[config.mk]
export PLATFORM = sky130hd
export DESIGN_NAME = arm_isa_frontend
export DESIGN_NICKNAME = d
export VERILOG_FILES = /design/src/rtl/arm_isa_pkg.sv /design/src/rtl/bus_sync.sv /design/src/rtl/arm_isa_frontend.sv
export SDC_FILE = /design/constraint.sdc
export NUM_CORES = 1
export LEC_CHECK = 0
export ABC_AREA = 1
export BUFFER_PORTS_ARGS = -buffer_cell sky130_fd_sc_hd__buf_2
export CORE_MARGIN = 5
export CORE_UTILIZATION = 53
export CTS_CLUSTER_SIZE = 10
export DETAILED_ROUTE_END_ITERATION = 7
export HOLD_SLACK_MARGIN = 0.03
export PLACE_DENSITY = 0.78
export SLEW_MARGIN = 20
export SYNTH_ARGS = -nofsm -noshare
export SYNTH_HDL_FRONTEND = slang
export SYNTH_SLANG_ARGS = --single-unit
[constraint.sdc]
create_clock -name clk -period 1.9 [get_ports clk]
set_input_delay 0.19 -clock clk [delete_from_list [all_inputs] [get_ports clk]]
set_output_delay 0.19 -clock clk [all_outputs]
set_load 0.05 [all_outputs]
[src/rtl/arm_isa_pkg.sv]
// Shared types and constants for the ARM-side front end of the PC104 ISA bridge.
package arm_isa_pkg;

   localparam int unsigned ADDR_W     = 23;
   localparam int unsigned PAGE_W     = 11;
   localparam int unsigned DATA_W     = 16;
   localparam int unsigned ARM_ADDR_W = 12;

   localparam logic [DATA_W-1:0] ERR_DATA = 16'hFFFF;

   typedef enum logic [2:0] {
      StIdle,
      StDecode,
      StReq,
      StWaitRsp,
      StDone
   } state_e;

endpackage

[src/rtl/bus_sync.sv]
// Single-bit flip-flop chain synchroniser with a configurable synchronous reset value.
module bus_sync #(
   parameter int unsigned Stages   = 2,
   parameter logic        ResetVal = 1'b0
) (
   input  logic clk,
   input  logic rst,
   input  logic d,
   output logic q
);

   logic [Stages-1:0] sync_q;

   always_ff @(posedge clk) begin
      if (rst) begin
         sync_q <= {Stages{ResetVal}};
      end else begin
         sync_q <= {sync_q[Stages-2:0], d};
      end
   end

   assign q = sync_q[Stages-1];

endmodule

[src/rtl/arm_isa_frontend.sv]
// ARM static-memory front end: turns each ARM access into one ISA request/response
// transaction, or serves it locally from the page register.
module arm_isa_frontend
   import arm_isa_pkg::*;
#(
   parameter int unsigned SYNC_STAGES = 2,
   parameter int unsigned TIMEOUT_CYC = 1023
) (
   input  logic                  clk,
   input  logic                  rst,
   input  logic                  arm_cs,
   input  logic                  arm_rd,
   input  logic                  arm_wr,
   input  logic                  addr_sel,
   input  logic [ARM_ADDR_W-1:0] arm_addr,
   input  logic [DATA_W-1:0]     arm_data_in,
   output logic [DATA_W-1:0]     arm_data_out,
   output logic                  arm_data_oe,
   output logic                  arm_wait,
   output logic                  req_valid,
   input  logic                  req_ready,
   output logic                  req_write,
   output logic [ADDR_W-1:0]     req_addr,
   output logic [DATA_W-1:0]     req_wdata,
   input  logic                  rsp_valid,
   input  logic [DATA_W-1:0]     rsp_rdata,
   input  logic                  clr_err,
   output logic                  timeout_err,
   output logic                  busy
);

   localparam logic [15:0] CntLast = 16'(TIMEOUT_CYC - 1);

   logic cs_s, rd_s, wr_s, sel_s;

   bus_sync #(.Stages(SYNC_STAGES), .ResetVal(1'b1)) u_sync_cs (
      .clk (clk),
      .rst (rst),
      .d   (arm_cs),
      .q   (cs_s)
   );

   bus_sync #(.Stages(SYNC_STAGES), .ResetVal(1'b1)) u_sync_rd (
      .clk (clk),
      .rst (rst),
      .d   (arm_rd),
      .q   (rd_s)
   );

   bus_sync #(.Stages(SYNC_STAGES), .ResetVal(1'b1)) u_sync_wr (
      .clk (clk),
      .rst (rst),
      .d   (arm_wr),
      .q   (wr_s)
   );

   bus_sync #(.Stages(SYNC_STAGES), .ResetVal(1'b0)) u_sync_sel (
      .clk (clk),
      .rst (rst),
      .d   (addr_sel),
      .q   (sel_s)
   );

   state_e              state_q, state_d;
   logic                cs_prev_q;
   logic [PAGE_W-1:0]   page_q, page_d;
   logic [DATA_W-1:0]   rdata_q, rdata_d;
   logic                req_valid_q, req_valid_d;
   logic                req_write_q, req_write_d;
   logic [ADDR_W-1:0]   req_addr_q, req_addr_d;
   logic [DATA_W-1:0]   req_wdata_q, req_wdata_d;
   logic [15:0]         cnt_q, cnt_d;
   logic                err_q, err_d, err_set;
   logic                rd_acc_q, rd_acc_d;
   logic                abort_q, abort_d;
   logic                abort_now;

   // ARM gave up on the access: finish the ISA transaction but drop its result.
   assign abort_now = abort_q | cs_s;

   always_comb begin
      state_d     = state_q;
      page_d      = page_q;
      rdata_d     = rdata_q;
      req_valid_d = req_valid_q;
      req_write_d = req_write_q;
      req_addr_d  = req_addr_q;
      req_wdata_d = req_wdata_q;
      cnt_d       = cnt_q;
      err_set     = 1'b0;
      rd_acc_d    = rd_acc_q;
      abort_d     = abort_q;

      unique case (state_q)
         StIdle: begin
            abort_d = 1'b0;
            if (cs_prev_q && !cs_s) begin
               state_d = StDecode;
            end
         end

         StDecode: begin
            rd_acc_d = !rd_s;
            abort_d  = cs_s;
            state_d  = StDone;
            if (!rd_s && !wr_s) begin
               err_set = 1'b1;
               rdata_d = ERR_DATA;
            end else if (rd_s && wr_s) begin
               state_d = StDone;
            end else if (!sel_s) begin
               if (!wr_s) begin
                  page_d = arm_addr[PAGE_W-1:0];
               end else begin
                  rdata_d = {{(DATA_W-PAGE_W){1'b0}}, page_q};
               end
            end else begin
               req_valid_d = 1'b1;
               req_write_d = !wr_s;
               req_addr_d  = {page_q, arm_addr};
               req_wdata_d = arm_data_in;
               state_d     = StReq;
            end
         end

         StReq: begin
            abort_d = abort_now;
            if (req_ready) begin
               req_valid_d = 1'b0;
               cnt_d       = '0;
               state_d     = StWaitRsp;
            end
         end

         StWaitRsp: begin
            abort_d = abort_now;
            if (rsp_valid) begin
               if (abort_now) begin
                  state_d = StIdle;
               end else begin
                  if (rd_acc_q) begin
                     rdata_d = rsp_rdata;
                  end
                  state_d = StDone;
               end
            end else if (cnt_q == CntLast) begin
               err_set = 1'b1;
               if (abort_now) begin
                  state_d = StIdle;
               end else begin
                  rdata_d = ERR_DATA;
                  state_d = StDone;
               end
            end else begin
               cnt_d = cnt_q + 16'd1;
            end
         end

         StDone: begin
            if (cs_s) begin
               state_d = StIdle;
            end
         end

         default: state_d = StIdle;
      endcase
   end

   // A new error in the same cycle as clr_err wins.
   always_comb begin
      err_d = err_q;
      if (clr_err) begin
         err_d = 1'b0;
      end
      if (err_set) begin
         err_d = 1'b1;
      end
   end

   always_ff @(posedge clk) begin
      if (rst) begin
         state_q     <= StIdle;
         cs_prev_q   <= 1'b1;
         page_q      <= '0;
         rdata_q     <= '0;
         req_valid_q <= 1'b0;
         req_write_q <= 1'b0;
         req_addr_q  <= '0;
         req_wdata_q <= '0;
         cnt_q       <= '0;
         err_q       <= 1'b0;
         rd_acc_q    <= 1'b0;
         abort_q     <= 1'b0;
      end else begin
         state_q     <= state_d;
         cs_prev_q   <= cs_s;
         page_q      <= page_d;
         rdata_q     <= rdata_d;
         req_valid_q <= req_valid_d;
         req_write_q <= req_write_d;
         req_addr_q  <= req_addr_d;
         req_wdata_q <= req_wdata_d;
         cnt_q       <= cnt_d;
         err_q       <= err_d;
         rd_acc_q    <= rd_acc_d;
         abort_q     <= abort_d;
      end
   end

   // Stall straight from the pin so the ARM is held before the synchronisers catch up.
   assign arm_wait     = !(!arm_cs && (state_q != StDone));
   assign arm_data_oe  = (state_q == StDone) && rd_acc_q;
   assign arm_data_out = rdata_q;
   assign busy         = (state_q != StIdle);
   assign timeout_err  = err_q;
   assign req_valid    = req_valid_q;
   assign req_write    = req_write_q;
   assign req_addr     = req_addr_q;
   assign req_wdata    = req_wdata_q;

endmodule

# After elaboration in Yosys (flattened, before gate mapping)
# Index checks and enable logic that the tools add are counted.
[classes]
n_mux = 36
n_reduce_logical = 24
bitwise_logic = 5
add_sub_neg = 1
eq_ne = 20
[op_table]
columns = ["cell", "n"]
rows = [
  ["two-way mux 16 bit", 12],
  ["case mux 16 bit (2 select lines)", 2],
  ["two-way mux 3 bit", 9],
  ["adder 16 x 1 -> 16 bit, second input constant", 1],
  ["equality test 16 x 10 -> 1 bit, second input constant", 1],
  ["inequality test 3 bit, second input constant", 5],
  ["case mux 3 bit (5 select lines)", 1],
  ["inequality test 2 bit, second input constant", 7],
  ["AND reduction 4 bit", 3],
  ["AND reduction 5 bit", 2],
  ["two-way mux 1 bit", 9],
  ["nonzero test 2 bit", 4],
  ["AND reduction 7 bit", 1],
  ["equality test 3 x 2 -> 1 bit, second input constant", 2],
  ["nonzero test 3 bit", 2],
  ["logical AND 1 bit", 5],
  ["logical NOT 1 bit", 5],
  ["inequality test 2 x 1 -> 1 bit, second input constant", 2],
  ["NOT 1 bit", 4],
  ["case mux 1 bit (2 select lines)", 2],
  ["equality test 3 x 1 -> 1 bit, second input constant", 1],
  ["equality test 3 bit, second input constant", 1],
  ["logical NOT 3 bit", 1],
  ["inequality test 3 x 2 -> 1 bit, second input constant", 1],
  ["other kinds (3)", 3],
]
[totals]
in_bits = 53
out_inout_bits = 61
reg_bits = 99

# Longest topological paths before layout
[logic_depth]
ltp_word = 5
mapped_depth = 12
mapped_depth_nobuf = 11

# By module
# Synthesis repeated with hierarchy kept, for this count alone.
[unflattened]
cells_unflattened = 678
hier_area_um2 = 4560.6
[by_module_without_submodules]
columns = ["mod", "area_per_inst_um2", "instances", "cells_per_inst", "seq_area_each_um2"]
rows = [
  ["arm_isa_frontend", 4329.2, 1, 651, 1821.7],
  ["bus_sync at u_sync_cs ...", 58.8, 3, 7, 40.0],
  ["bus_sync at u_sync_sel", 55.1, 1, 6, 40.0],
]

# Least setup slack after synthesis
# Ideal clock, no wire load.
[synth_path]
path_kind = "reg-to-reg"
from = "register u_sync_wr.sync_q[1]"
to = "register req_addr_q[14] (netlist: req_addr[14])"
path_stages_with_launch = 8
n_path_buf = 2
slack_ps = 440
period_less_slack_ps = 1460
arrival_time_ps = 1396
path_cell_list = "dfxtp_1 > inv_1 > ha_1 > nand3_1 > clkbuf_2 > clkbuf_1 > o21ai_0 > nor2_1"
[synth_between]
elab_chain_len = 4
word_cells_on_any_way = 6
cone_classes = "bitwise (2); reduce/logical (4)"
[synth_rtl]
columns = ["item", "line_no", "rtl"]
rows = [
  ["start, declared", "bus_sync.sv:12", "logic [Stages-1:0] sync_q;"],
  ["start signal, assigned", "bus_sync.sv:16", "sync_q <= {Stages{ResetVal}};"],
  ["start signal, assigned", "bus_sync.sv:18", "sync_q <= {sync_q[Stages-2:0], d};"],
  ["logical NOT 1 bit", "arm_isa_frontend.sv:106", "if (!rd_s && !wr_s) begin"],
  ["logical AND 1 bit", "arm_isa_frontend.sv:106", ""],
  ["NOT 1 bit (no line)", "-", ""],
  ["AND reduction 4 bit (no line) *", "-", ""],
  ["end signal, assigned", "arm_isa_frontend.sv:201", "req_addr_q <= req_addr_d;"],
  ["end, declared", "arm_isa_frontend.sv:70", "logic [ADDR_W-1:0] req_addr_q, req_addr_d;"],
]
# Mark *: on every way between the ends. The rest lies on a longest branch, timed or not.
# A chain may end at the register's enable or synchronous reset.

# Worst setup path in the final report
[layout_path]
from = "register cnt_q[0]"
to = "register cnt_q[9]"
[layout_between]
elab_chain_len = 4
word_cells_on_any_way = 7
cone_classes = "add/sub (1); eq/ne (2); mux (3); reduce/logical (1)"
[layout_rtl]
columns = ["item", "line_no", "rtl"]
rows = [
  ["start, declared", "arm_isa_frontend.sv:72", "logic [15:0] cnt_q, cnt_d;"],
  ["start signal, assigned", "arm_isa_frontend.sv:203", "cnt_q <= cnt_d;"],
  ["adder 16 x 1 -> 16 bit", "arm_isa_frontend.sv:155", "cnt_d = cnt_q + 16'd1;"],
  ["two-way mux 16 bit", "arm_isa_frontend.sv:146", "end else if (cnt_q == CntLast) begin"],
  ["two-way mux 16 bit", "arm_isa_frontend.sv:137", "if (rsp_valid) begin"],
  ["case mux 16 bit (2 select lines)", "arm_isa_frontend.sv:94", "unique case (state_q)"],
]
# Several ways; a longest one is shown, not always the timed one. The select of a mux whose other input is x is not followed.

==> metrics.txt <==
status completed; Hold Path Depth 3; largest family of logic cells by synthesized area simple AND/OR/NAND/NOR gates; largest cells by area after synthesis dfxtp_1, nor2_1, nand2_1; post-synthesis net count 725; final worst slack 202.0 ps; Fillers 755; yosys warns 0; post-synth top area share 44.44%; CP Capture Type flip-flop; Most used DFF post-synth dfxtp_1; placed cell area 5095 um^2; P_leak 2.448 nW; Rel. slew slack 71.82%; Initial DRC Count 182; post-synthesis register bit count 99; gr usage total 21.63%; top post-synthesis cells by count nor2_1, nand2_1, dfxtp_1; flop2flop setup slack 200 ps; pwr dens 696.8 nW/um^2; Post-synth EDFFs 0; core box area 8217 um^2; Req. time, crit path 2210 ps; crit path DAT 2000 ps; final core utilization 64.99%; fin cells 883; H-tree levels 3; Comb power frac 8.1%; Mapped Area 4459 um^2; I/O pins 114; Sinks on Clock Net 99; Max-cap violations 0; gr ovfl total 0; Compound-Gate Fraction of Synth Area 10.10%; Unique masters post-synth 29; vias in the first global route 4050; Setup Skew 12.68 ps; Root Buffer clkbuf_8; vias per inst 4.937; worst slew pin tran 422.3 ps; Yosys top cell by area dfxtp_1; Mapped Cells 667; pre-CTS setup slack 239.4 ps; Fin. Hold Viols 0; fraction of layout instances using a drive strength above 1 20.08%; clock-pin slew on the worst setup and hold paths 110 ps; placed cells 862; die area 10350 um^2; Peak supply drop 0.3158 mV; max-slew violations 0; Setup crit start kind flip-flop; minimum clock period 1698 ps; switching share of power 26.91%; RSZ-0062 raised after global routing no; CP Max Fanout 9; Clock Latency Late Sink 370 ps; DRT Wirelength 10990 um; DRC 0; Buffers on Ports 113; Hold Crit Endpoint req_addr[11]; DPL Wire Length 7991 um; Post-Synth XOR/XNOR Area 0.5892%; CTS buffer count 9; wire per inst 12.45 um; first-pass GRT wire length 18170 um; Period Utilization, post-route 89.37%; setup tns final 0 ps; Initial DRT Pass Iterations 4; largest net degree at the start of global routing 69; Net Sw Power 1.001 mW; worst hold slack 66.17 ps; Hold Path Origin arm_addr[11]; Synth Area per Inst 6.686 um^2; Placer Congestion 0.9075; Worst Reg-to-Reg Cells 12; overall power 3.721 mW; Final setup viols 0; Die Span X 101.7 um; R2R Path End cnt_q[9]; Final Instance Area 5340 um^2; post-synthesis sequential area ratio 44.44%; multiplexer share of the synthesized area 0%; clock share of power 35.0%; initial antenna violation count 1; Die Ht 101.7 um; fin nets 830; via count 4359; simple-gate share of the synthesized area 34.37%; asr flop ratio synth 0%; critical path type reg2reg; Placement Rows 33; Hold Path Class in2reg; FMAX 588.9 MHz; CTS tree done; Int Power 2.720 mW; post-synthesis adder-cell area fraction 1.403%; top-count cell post-synth nor2_1; ANT nets after route 0; Max clock buf depth 2; r2r startpoint cnt_q[0]; Seq pwr share 56.9%; initial core utilization 54.27%; Area growth, synth to finish 19.75%
## per-layer routing
layer	vias to the layer above	global-route usage (%)	part of all wire, %
met1	1935	27.11	43
met3	15	3.581	6.4
li1	2289	-	-
met4	0	8.998	1.6
met2	120	36.82	49
met5	-	0	0
## layout by cell type, fill, tap and decap left out
cell,instances
nand2_2,2
a31oi_1,1
buf_2,113
buf_4,8
nand3_1,28
inv_8,2
or2_2,5
inv_2,3
xor2_1,1
a21oi_2,1
o21ai_1,1
nand2_4,1
buf_12,2
clkinv_4,2
a22oi_1,1
o21a_1,2
dfxtp_1,99
clkinv_1,1
clkinvlp_4,2
nor2_2,1
a21oi_1,18
xnor2_1,2
o21ai_0,59
inv_1,61
ha_2,1
nand2_1,118
o211ai_1,1
clkinv_8,1
nor2_4,3
nor3_1,15
o21bai_1,2
ha_1,4
nor2_1,194
diode_2,1
dlygate4sd3_1,4
nand4_1,9
clkbuf_8,9
## sequential cells by signal, indices dropped and copies added, names as in the netlist
name / cells
arm_data_out: 16
req_addr: 23
req_wdata: 16
cs_prev_q: 1
page_q: 11
req_write: 1
u_sync_rd.sync_q: 2
req_valid: 1
u_sync_sel.sync_q: 2
u_sync_wr.sync_q: 2
timeout_err: 1
state_q: 3
rd_acc_q: 1
u_sync_cs.sync_q: 2
abort_q: 1
cnt_q: 16
## how the worst max path moves through the flow
stage          slack, ps           startpoint              end  cells after the start
2_1_floorplan        440  u_sync_wr.sync_q[1]     req_addr[14]                      7
3_3_place_gp         300           state_q[0]         cnt_q[8]                      9
3_5_place_dp         240           state_q[1]  arm_data_out[3]                     10
4_1_cts              200           state_q[2]         cnt_q[0]                      9
5_1_grt               10           state_q[2]        req_write                      8
6_report             200             cnt_q[0]         cnt_q[9]                     12
## worst max-delay path, cell delays in order (launching register included)
cell     delay [ps]
dfxtp_1         390
inv_1            80
ha_1            230
nand3_1          90
nor2_1           50
nand2_1          70
nand2_1          90
nand2_2         180
buf_4           190
nand3_1          70
nand2_1          80
inv_1            40
nor2_1           80
## power groups by stage
stage                     Combinational [mW]  Clock, mW  Sequential [mW]
after global placement                 0.286          0             2.16
after detailed placement               0.292          0             2.16
after global routing                   0.334       1.44             2.12
after floorplan                        0.142          0             2.21
after CTS                              0.300       1.34             2.12
final                                  0.300       1.30             2.12
## cells by family after synthesis
logic type      count (synthesis)
buf+inv                        98
flops                          99
simple gates                  376
fa+ha+maj                       5
xor+xnor                        3
compound gates                 86
## cell type report
type	instances	area (um^2)	area share, %
multi-input combinational	470	2079	38.94
sequential	99	1982	37.11
timing repair buffer	127	705.7	13.21
inverter	65	244.0	4.569
tap	105	131.4	2.460
clock buffer	9	123.9	2.320
clock inverter	7	71.32	1.336
antenna	1	2.502	0.04686
## what timing repair did
item	4_1_cts	5_1_grt
endpoints found under the hold margin	4	0
resized for setup	0	2
hold buffers	4	0
buffers inserted	0	0
endpoints found under the setup margin	0	9
(Power assumes the default switching activity.)
